## src/rtl/kb_pkg.sv

```systemverilog
// Shared constants and the PS/2 set-2 scan-code to ASCII table for the keyboard interface.
package kb_pkg;

    localparam int FIFO_DEPTH = 16;

    localparam logic [7:0] SC_BREAK  = 8'hF0;
    localparam logic [7:0] SC_EXTEND = 8'hE0;
    localparam logic [7:0] SC_LSHIFT = 8'h12;
    localparam logic [7:0] SC_RSHIFT = 8'h59;

    typedef struct packed {
        logic       valid;
        logic [6:0] ascii;
    } kb_char_t;

    // Returns valid=0 for codes with no printable/control mapping.
    function automatic kb_char_t scan_to_ascii(input logic [7:0] code, input logic shift);
        kb_char_t   res;
        logic [6:0] plain;
        logic [6:0] shifted;
        logic       hit;
        hit = 1'b1;
        case (code)
            8'h1C: begin plain = 7'h61; shifted = 7'h41; end
            8'h32: begin plain = 7'h62; shifted = 7'h42; end
            8'h21: begin plain = 7'h63; shifted = 7'h43; end
            8'h23: begin plain = 7'h64; shifted = 7'h44; end
            8'h24: begin plain = 7'h65; shifted = 7'h45; end
            8'h2B: begin plain = 7'h66; shifted = 7'h46; end
            8'h34: begin plain = 7'h67; shifted = 7'h47; end
            8'h33: begin plain = 7'h68; shifted = 7'h48; end
            8'h43: begin plain = 7'h69; shifted = 7'h49; end
            8'h3B: begin plain = 7'h6A; shifted = 7'h4A; end
            8'h42: begin plain = 7'h6B; shifted = 7'h4B; end
            8'h4B: begin plain = 7'h6C; shifted = 7'h4C; end
            8'h3A: begin plain = 7'h6D; shifted = 7'h4D; end
            8'h31: begin plain = 7'h6E; shifted = 7'h4E; end
            8'h44: begin plain = 7'h6F; shifted = 7'h4F; end
            8'h4D: begin plain = 7'h70; shifted = 7'h50; end
            8'h15: begin plain = 7'h71; shifted = 7'h51; end
            8'h2D: begin plain = 7'h72; shifted = 7'h52; end
            8'h1B: begin plain = 7'h73; shifted = 7'h53; end
            8'h2C: begin plain = 7'h74; shifted = 7'h54; end
            8'h3C: begin plain = 7'h75; shifted = 7'h55; end
            8'h2A: begin plain = 7'h76; shifted = 7'h56; end
            8'h1D: begin plain = 7'h77; shifted = 7'h57; end
            8'h22: begin plain = 7'h78; shifted = 7'h58; end
            8'h35: begin plain = 7'h79; shifted = 7'h59; end
            8'h1A: begin plain = 7'h7A; shifted = 7'h5A; end
            8'h45: begin plain = 7'h30; shifted = 7'h29; end
            8'h16: begin plain = 7'h31; shifted = 7'h21; end
            8'h1E: begin plain = 7'h32; shifted = 7'h40; end
            8'h26: begin plain = 7'h33; shifted = 7'h23; end
            8'h25: begin plain = 7'h34; shifted = 7'h24; end
            8'h2E: begin plain = 7'h35; shifted = 7'h25; end
            8'h36: begin plain = 7'h36; shifted = 7'h5E; end
            8'h3D: begin plain = 7'h37; shifted = 7'h26; end
            8'h3E: begin plain = 7'h38; shifted = 7'h2A; end
            8'h46: begin plain = 7'h39; shifted = 7'h28; end
            8'h29: begin plain = 7'h20; shifted = 7'h20; end
            8'h5A: begin plain = 7'h0D; shifted = 7'h0D; end
            8'h66: begin plain = 7'h08; shifted = 7'h08; end
            default: begin plain = 7'h00; shifted = 7'h00; hit = 1'b0; end
        endcase
        res.valid = hit;
        res.ascii = shift ? shifted : plain;
        return res;
    endfunction

endpackage

```

## src/rtl/kb_fifo.sv

```systemverilog
// First-word-fall-through character buffer with occupancy count.
module kb_fifo
    import kb_pkg::*;
#(
    parameter int DEPTH = FIFO_DEPTH,
    parameter int WIDTH = 7,
    localparam int AW = $clog2(DEPTH)
) (
    input  logic             clk,
    input  logic             clr,
    input  logic             push,
    input  logic [WIDTH-1:0] din,
    input  logic             pop,
    output logic [WIDTH-1:0] dout,
    output logic [AW:0]      count,
    output logic             full,
    output logic             empty
);

    logic [AW-1:0]    wr_ptr_q, wr_ptr_d;
    logic [AW-1:0]    rd_ptr_q, rd_ptr_d;
    logic [AW:0]      count_q, count_d;
    logic [WIDTH-1:0] mem_q [DEPTH];
    logic [WIDTH-1:0] mem_d [DEPTH];
    logic             do_push;
    logic             do_pop;

    assign full  = (count_q == (AW+1)'(DEPTH));
    assign empty = (count_q == '0);
    assign count = count_q;
    assign dout  = mem_q[rd_ptr_q];

    // Accept a pop only with data present; a push into a full buffer needs a same-cycle pop.
    always_comb begin
        do_pop   = pop && !empty;
        do_push  = push && (!full || do_pop);
        wr_ptr_d = wr_ptr_q;
        rd_ptr_d = rd_ptr_q;
        count_d  = count_q;
        mem_d    = mem_q;
        if (do_push) begin
            mem_d[wr_ptr_q] = din;
            wr_ptr_d        = wr_ptr_q + AW'(1);
        end
        if (do_pop) begin
            rd_ptr_d = rd_ptr_q + AW'(1);
        end
        if (do_push && !do_pop) begin
            count_d = count_q + (AW+1)'(1);
        end else if (do_pop && !do_push) begin
            count_d = count_q - (AW+1)'(1);
        end
    end

    // Pointer and count registers; clear wins over any push/pop in the same cycle.
    always_ff @(posedge clk) begin
        if (clr) begin
            wr_ptr_q <= '0;
            rd_ptr_q <= '0;
            count_q  <= '0;
        end else begin
            wr_ptr_q <= wr_ptr_d;
            rd_ptr_q <= rd_ptr_d;
            count_q  <= count_d;
        end
    end

    // Storage is never cleared; stale entries are unreachable once count is zero.
    always_ff @(posedge clk) begin
        if (!clr) begin
            mem_q <= mem_d;
        end
    end

endmodule

```

## src/rtl/keyboard_interface_top.sv

```systemverilog
// PS/2 set-2 decoder: tracks break/extended/shift prefixes and buffers translated ASCII.
module keyboard_interface_top
    import kb_pkg::*;
#(
    parameter int FIFO_DEPTH = kb_pkg::FIFO_DEPTH
) (
    input  logic       clk,
    input  logic       KB_clear,
    input  logic [7:0] rx_data,
    input  logic       rx_done,
    input  logic       KB_read_en,
    output logic       KB_status,
    output logic [6:0] KB_data,
    output logic       buf_full
);

    localparam int AW = $clog2(FIFO_DEPTH);

    logic       break_q, break_d;
    logic       ext_q, ext_d;
    logic       shift_q, shift_d;
    logic       push;
    logic       is_shift_code;
    kb_char_t   xlat;

    logic [6:0] fifo_dout;
    logic [AW:0] fifo_count;
    logic       fifo_full;
    logic       fifo_empty;

    // Decode one byte per strobe; prefixes arm flags, the following byte resolves and clears them.
    always_comb begin
        break_d       = break_q;
        ext_d         = ext_q;
        shift_d       = shift_q;
        push          = 1'b0;
        is_shift_code = (rx_data == SC_LSHIFT) || (rx_data == SC_RSHIFT);
        xlat          = scan_to_ascii(rx_data, shift_q);
        if (rx_done) begin
            if (rx_data == SC_BREAK) begin
                break_d = 1'b1;
            end else if (rx_data == SC_EXTEND) begin
                ext_d = 1'b1;
            end else begin
                break_d = 1'b0;
                ext_d   = 1'b0;
                // Extended codes are discarded outright, including E0-prefixed shift codes.
                if (!ext_q && is_shift_code) begin
                    shift_d = !break_q;
                end else if (!ext_q && !break_q && xlat.valid) begin
                    push = 1'b1;
                end
            end
        end
    end

    // Decoder flag registers.
    always_ff @(posedge clk) begin
        if (KB_clear) begin
            break_q <= 1'b0;
            ext_q   <= 1'b0;
            shift_q <= 1'b0;
        end else begin
            break_q <= break_d;
            ext_q   <= ext_d;
            shift_q <= shift_d;
        end
    end

    kb_fifo #(
        .DEPTH (FIFO_DEPTH),
        .WIDTH (7)
    ) u_fifo (
        .clk   (clk),
        .clr   (KB_clear),
        .push  (push),
        .din   (xlat.ascii),
        .pop   (KB_read_en),
        .dout  (fifo_dout),
        .count (fifo_count),
        .full  (fifo_full),
        .empty (fifo_empty)
    );

    assign KB_status = (fifo_count != '0);
    assign buf_full  = fifo_full;
    assign KB_data   = fifo_empty ? 7'h00 : fifo_dout;

endmodule

```

## config.mk

```make
export PLATFORM = sky130hd
export DESIGN_NAME = keyboard_interface_top
export DESIGN_NICKNAME = d
export VERILOG_FILES = /design/src/rtl/kb_pkg.sv /design/src/rtl/kb_fifo.sv /design/src/rtl/keyboard_interface_top.sv
export SDC_FILE = /design/constraint.sdc
export NUM_CORES = 1
export LEC_CHECK = 0
export ABC_AREA = 1
export CAP_MARGIN = 5
export CORE_ASPECT_RATIO = 1.2
export CORE_MARGIN = 5
export CORE_UTILIZATION = 50
export DETAILED_ROUTE_END_ITERATION = 8
export PLACE_DENSITY = 0.66
export SLEW_MARGIN = 15
export SYNTH_ARGS = -nofsm -noshare
export SYNTH_HDL_FRONTEND = slang
export SYNTH_SLANG_ARGS = --single-unit
```

## constraint.sdc

```tcl
create_clock -name clk -period 3.8 [get_ports clk]
set_clock_uncertainty 0.15 [all_clocks]
set_input_delay 0.76 -clock clk [delete_from_list [all_inputs] [get_ports clk]]
set_output_delay 0.76 -clock clk [all_outputs]
set_load 0.05 [all_outputs]
```

# == After elaboration in Yosys (flattened, before gate mapping) ==
# Index checks and enable logic that the tools add are counted.
# totals
ff_bits,128
output_inout_bits,9
ram_bits,0
wordCells,124
inputBits,12
latchBits,0
memories,0
mem_bits_ro,0
# classes
n_reduce_logical,24
addsub,4
n_eq_ne,45
bitwise_logic,5
n_shift,0
n_mux,21
div,0
magnitude_cmp,3
mul,0
# op_table
cell,n
$pmux 7 s39,2
$eq 8x6->1 const B,23
$bwmux 112,1
$eq 8x7->1 const B,10
$eq 8x5->1 const B,8
$reduce_or 39->1,1
$mux 7,5
$bmux 7 s4,1
$demux 7 s4,1
$eq 8x8->1 const B,2
$ge 5x5->1 const B,2
$mux 5,2
$not 4->5,2
$mux 1,9
$add 4x1->4 const B,2
$logic_and 1x1->1,8
$logic_not 1->1,6
$reduce_and 2->1,3
$add 5x1->5 const B,1
$eq 5x5->1 const B,1
$logic_not 5->1,1
$lt 5x1->1 const B,1
$reduce_bool 5->1,1
$sub 5x1->5 const B,1
5 further kinds,8

# == Logic depth before layout (Yosys ltp) ==
# depth
word_depth,14
ltp_mapped,22
depth_no_buf,21

# == Modules after synthesis ==
# A second synthesis with hierarchy kept.
# hier_totals
cells_unflattened,711
area_unflattened_um2,6411.1
# by_module_without_submodules
module,seq_area_each_um2,area_per_inst_um2,n_inst,cells_each
kb_fifo,3623.5,5363.9,1,495
keyboard_interface_top,60.1,1047.3,1,216

# == Least setup slack after synthesis ==
# OpenSTA, ideal clock, no wires.
# synth_timing
kind,input -> register
start,in rx_data[7]
end,"reg u_fifo.count_q[4], in the netlist u_fifo.count[4]"
path_stages,22
path_buffers,1
arrival_time_ns,3.029
setup_slack_ns,0.501
cell_sequence,inv_2 -> nand2_4 -> nor2_2 -> buf_6 -> nand2_1 -> nand2_1 -> nor2_2 -> nand2_1 -> nor2_2 -> nand3_4 -> nand2_4 -> inv_6 -> ha_1 -> inv_1 -> ha_1 -> a21o_1 -> a31oi_1 -> nor2_1 -> nor2_1 -> nand2_1 -> o21ai_0 -> a21oi_1
# synth_via
elab_chain_len,13
# synth_rtl
item,line_no,text
from (decl),keyboard_interface_top.sv:9,"input logic [7:0] rx_data,"
$eq 8x7->1 (tied with other cells),kb_pkg.sv:23,case (code)
$reduce_or 39->1 (no line),n/a,
$mux 1,kb_pkg.sv:23,
$logic_and 1x1->1,keyboard_interface_top.sv:50,end else if (!ext_q && !break_q && xlat.valid) begin
$mux 1,keyboard_interface_top.sv:50,
$mux 1,keyboard_interface_top.sv:48,if (!ext_q && is_shift_code) begin
$mux 1,keyboard_interface_top.sv:42,end else if (rx_data == SC_EXTEND) begin
$mux 1 *,keyboard_interface_top.sv:40,if (rx_data == SC_BREAK) begin
$mux 1 *,keyboard_interface_top.sv:39,if (rx_done) begin
$logic_and 1x1->1 *,kb_fifo.sv:36,do_push = push && (!full || do_pop);
via u_fifo.do_push,kb_fifo.sv:25,logic do_push;
$logic_not 1->1,kb_fifo.sv:50,end else if (do_pop && !do_push) begin
$logic_and 1x1->1,kb_fifo.sv:50,
$reduce_bool 2->1 (no line),n/a,
to (signal assigned),kb_fifo.sv:64,count_q <= count_d;
to (decl),kb_fifo.sv:22,"logic [AW:0] count_q, count_d;"
# The timed path passes the listed nets; every way through them passes the cells marked *.
# A chain may end at the register's enable or synchronous reset.

# == Worst setup path after layout ==
# layout_timing
start,in rx_data[6]
end,"reg u_fifo.count_q[4], in the netlist u_fifo.count[4]"
# The elaborated chain is that of the path after synthesis.

==> impl_metrics.tcl <==
set metrics [dict create \
    die_area_um2 14600 \
    post-route-period-util_pct 92.9 \
    stdcell_count 898 \
    crit_start "rx_data[6]" \
    met2_usage_pct 38.6 \
    hold_buffers 0 \
    final_core_util_pct 63.7 \
    wire_per_inst_um 16.8 \
    finalSetupViolCount 0 \
    viasPerCell 5.52 \
    place.port_buffers 20 \
    initial_utilization_pct 50.9 \
    ys_warn_count 0 \
    cts_tree "built" \
    r2r_setup_slack_ns 0.93 \
    r2r-end "u_fifo.count[4]$_SDFFE_PP0P_" \
    rsz0062_at_grt "false" \
    status "completed" \
    ys_ff_latch 128 \
    clock_latency_ns 0.41 \
    min_from "break_q$_SDFFE_PP0P_" \
    grt_busiest_layer "met2" \
    drtAntennaViolNets 0 \
    max_freq_ghz 0.283 \
    grt_pass1_wl_mm 24.1 \
    dpl.cell_count 866 \
    min_period_ns 3.53 \
    hold_violations 0 \
    clock-sinks 128 \
    path_class "input port to flop" \
    worst_pin_slew_ns 0.779 \
    regToRegStartpoint "u_fifo.count[0]$_SDFFE_PP0P_" \
    cp_data_required_time_ns 3.95 \
    antenna_cells 0 \
    finalPower_mw 4.52 \
    netlist_area_um2 6130 \
    powerDensity_nw_per_um2 588 \
    top_level_ports 21 \
    layout_common_cells "nor2_1, edfxtp_1, buf_4" \
    cts_inserted_buffers 17 \
    dr.pass1.iters 7 \
    synth-seq-area-share_pct 60.1 \
    grt_max_degree 59 \
    hold-path-endpoint "break_q$_SDFFE_PP0P_" \
    antenna_found_initial 0 \
    grtUsageTotal_pct 21.2 \
    min_path_type "flop to flop" \
    ff2ff_path_depth 20 \
    ctsRootBufferMaster "clkbuf_16" \
    syn_avg_cell_area_um2 9.86 \
    drive_above_1_share_pct 21.6 \
    cp-start-kind "input port" \
    die_w_um 111 \
    num_rows 44 \
    area_growth_pct 25.2 \
    clk_pin_slew_ns 0.06 \
    final_common_cell "nor2_1" \
    core-area_um2 12100 \
    whs_ns 0.327 \
    leakagePower_nw 3.11 \
    die_h_um 131 \
    end_kind "flop" \
    holdPathStages 2 \
    ir_worst_vdd_v 0.000451 \
    globalplace.congestion 0.919 \
    clock_path_buffers 2 \
    path_max_fanout 8 \
    grt_pass1_vias 4959 \
    overflow 0 \
    wl_mm 15.0 \
    vias 4955 \
    slew_headroom_pct 48.0 \
    final_nets 746 \
    grtUsageMet3_pct 5.11 \
    postSynthCellCount 622 \
    synth_nets 644 \
    arrival_ns 3.68 \
    cts.htree.levels 4 \
    drc 0 \
    grtUsageMet1_pct 22.6 \
    slew_viol_final 0 \
    drtIter0Drc 244 \
    timing.max_cap.violations 0 \
    dp_hpwl_mm 10.4 \
    synthDistinctLibCells 35 \
]
==> worst max path at each step <==
stage / to / slack (ns) / cells past startpoint
after floorplan: u_fifo.count[4]$_SDFFE_PP0P_ / 0.50 / 22
after global placement: u_fifo.count[4]$_SDFFE_PP0P_ / -0.20 / 22
after detailed placement: u_fifo.count[4]$_SDFFE_PP0P_ / -0.25 / 22
after CTS: u_fifo.count[4]$_SDFFE_PP0P_ / 0.17 / 21
after global routing: u_fifo.count[4]$_SDFFE_PP0P_ / 0.0002 / 22
final: u_fifo.count[4]$_SDFFE_PP0P_ / 0.27 / 23
==> state kept, by name, indices dropped and copies added, names as in the netlist <==
signal / flops
break_q: 1
ext_q: 1
shift_q: 1
u_fifo.count: 5
u_fifo.mem_q: 112
u_fifo.rd_ptr_q: 4
u_fifo.wr_ptr_q: 4
==> where the power goes <==
part | internal [mW] | switching, mW | leakage, nW
Sequential | 1.57 | 0.0288 | 1.16
Clock | 0.961 | 0.572 | 0.273
Combinational | 0.436 | 0.952 | 1.68
Total | 2.96 | 1.55 | 3.11
==> timing repair <==
action	CTS	global route
gates resized for setup	0	9
endpoints found under the setup margin	0	2
hold endpoints to repair	0	0
buffers inserted	0	0
==> worst max-delay path: stages <==
cell             delay, ns
clkdlybuf4s50_1       0.53
inv_2                 0.06
nand2_4               0.10
buf_12                0.11
nor2_4                0.05
nand2_1               0.09
nand2_1               0.07
nor2_1                0.14
nand2_1               0.12
nor2_2                0.14
nand3_4               0.10
nand2_4               0.10
inv_6                 0.03
ha_1                  0.19
inv_2                 0.10
ha_1                  0.25
a21o_1                0.18
a31oi_1               0.17
nor2_1                0.06
nor2_1                0.08
nand2_1               0.08
o21ai_1               0.12
a21oi_1               0.05
==> stage by stage <==
| step | instance area, µm² | TNS [ns] | worst slack [ns] |
|---|---|---|---|
| 6_report | 7680 | 0 | 0.270 |
| 5_1_grt | 7680 | 0 | 0.000173 |
| 4_1_cts | 7660 | 0 | 0.167 |
| 3_5_place_dp | 7090 | -0.406 | -0.254 |
| 3_3_place_gp | 7090 | -0.260 | -0.195 |
| 2_1_floorplan | 6130 | 0 | 0.501 |
==> Yosys cell counts <==
| library cell | number | area [µm²] |
|---|---|---|
| dfxtp_1 | 16 | 320 |
| nand3b_1 | 1 | 7.51 |
| nand4_1 | 3 | 18.8 |
| o22ai_1 | 5 | 31.3 |
| fa_1 | 1 | 20.0 |
| inv_6 | 1 | 8.76 |
| nand2_2 | 5 | 31.3 |
| nor2_4 | 2 | 22.5 |
| a21oi_1 | 19 | 95.1 |
| or2_1 | 1 | 6.26 |
| nor2_1 | 121 | 454 |
| o221ai_1 | 24 | 210 |
| nand2_1 | 89 | 334 |
| nand2_4 | 6 | 67.6 |
| o41ai_1 | 1 | 8.76 |
| nor4_1 | 3 | 18.8 |
| o31ai_1 | 1 | 7.51 |
| inv_1 | 38 | 143 |
| o21ai_1 | 2 | 10.0 |
| o2111ai_1 | 1 | 8.76 |
| a31oi_1 | 2 | 12.5 |
| xnor2_1 | 1 | 8.76 |
| ha_1 | 9 | 113 |
| inv_2 | 3 | 11.3 |
| buf_6 | 1 | 11.3 |
| clkbuf_1 | 23 | 86.3 |
| o21ai_0 | 73 | 365 |
| nand3_1 | 33 | 165 |
| nand3_4 | 1 | 17.5 |
| xor2_1 | 3 | 26.3 |
| edfxtp_1 | 112 | 3360 |
| o211ai_1 | 1 | 7.51 |
| nor2_2 | 13 | 81.3 |
| nor3_1 | 5 | 25.0 |
| a21o_1 | 2 | 15.0 |
==> layout make-up <==
class                           count  area [µm²]
Tap cell                          161         201
Fill cell                         971        4380
Clock inverter                     14         141
Inverter                           42         163
Clock buffer                       18         429
Timing Repair Buffer              107         853
Sequential cell                   128        3680
Multi-Input combinational cell    428        2210
==> cells by family (layout without fill, tap and decap cells) <==
logic type / Yosys count / after routing / share of synthesized area (%)
AOI/OAI and AO/OA: 131 / 131 / 12.6
DFF: 128 / 128 / 60.1
xor gates and xnor gates: 4 / 4 / 0.571
adders and majority gates: 10 / 10 / 2.16
buffers and inverters: 66 / 181 / 4.24
and+or+nand+nor: 283 / 283 / 20.4
==> routing by layer <==
metal	wire, µm	part of all wire (%)
met5	0	0
met4	577	3.8
met3	752	5.0
met2	7990	53
met1	5730	38
Power figures use the tool's default switching activity.
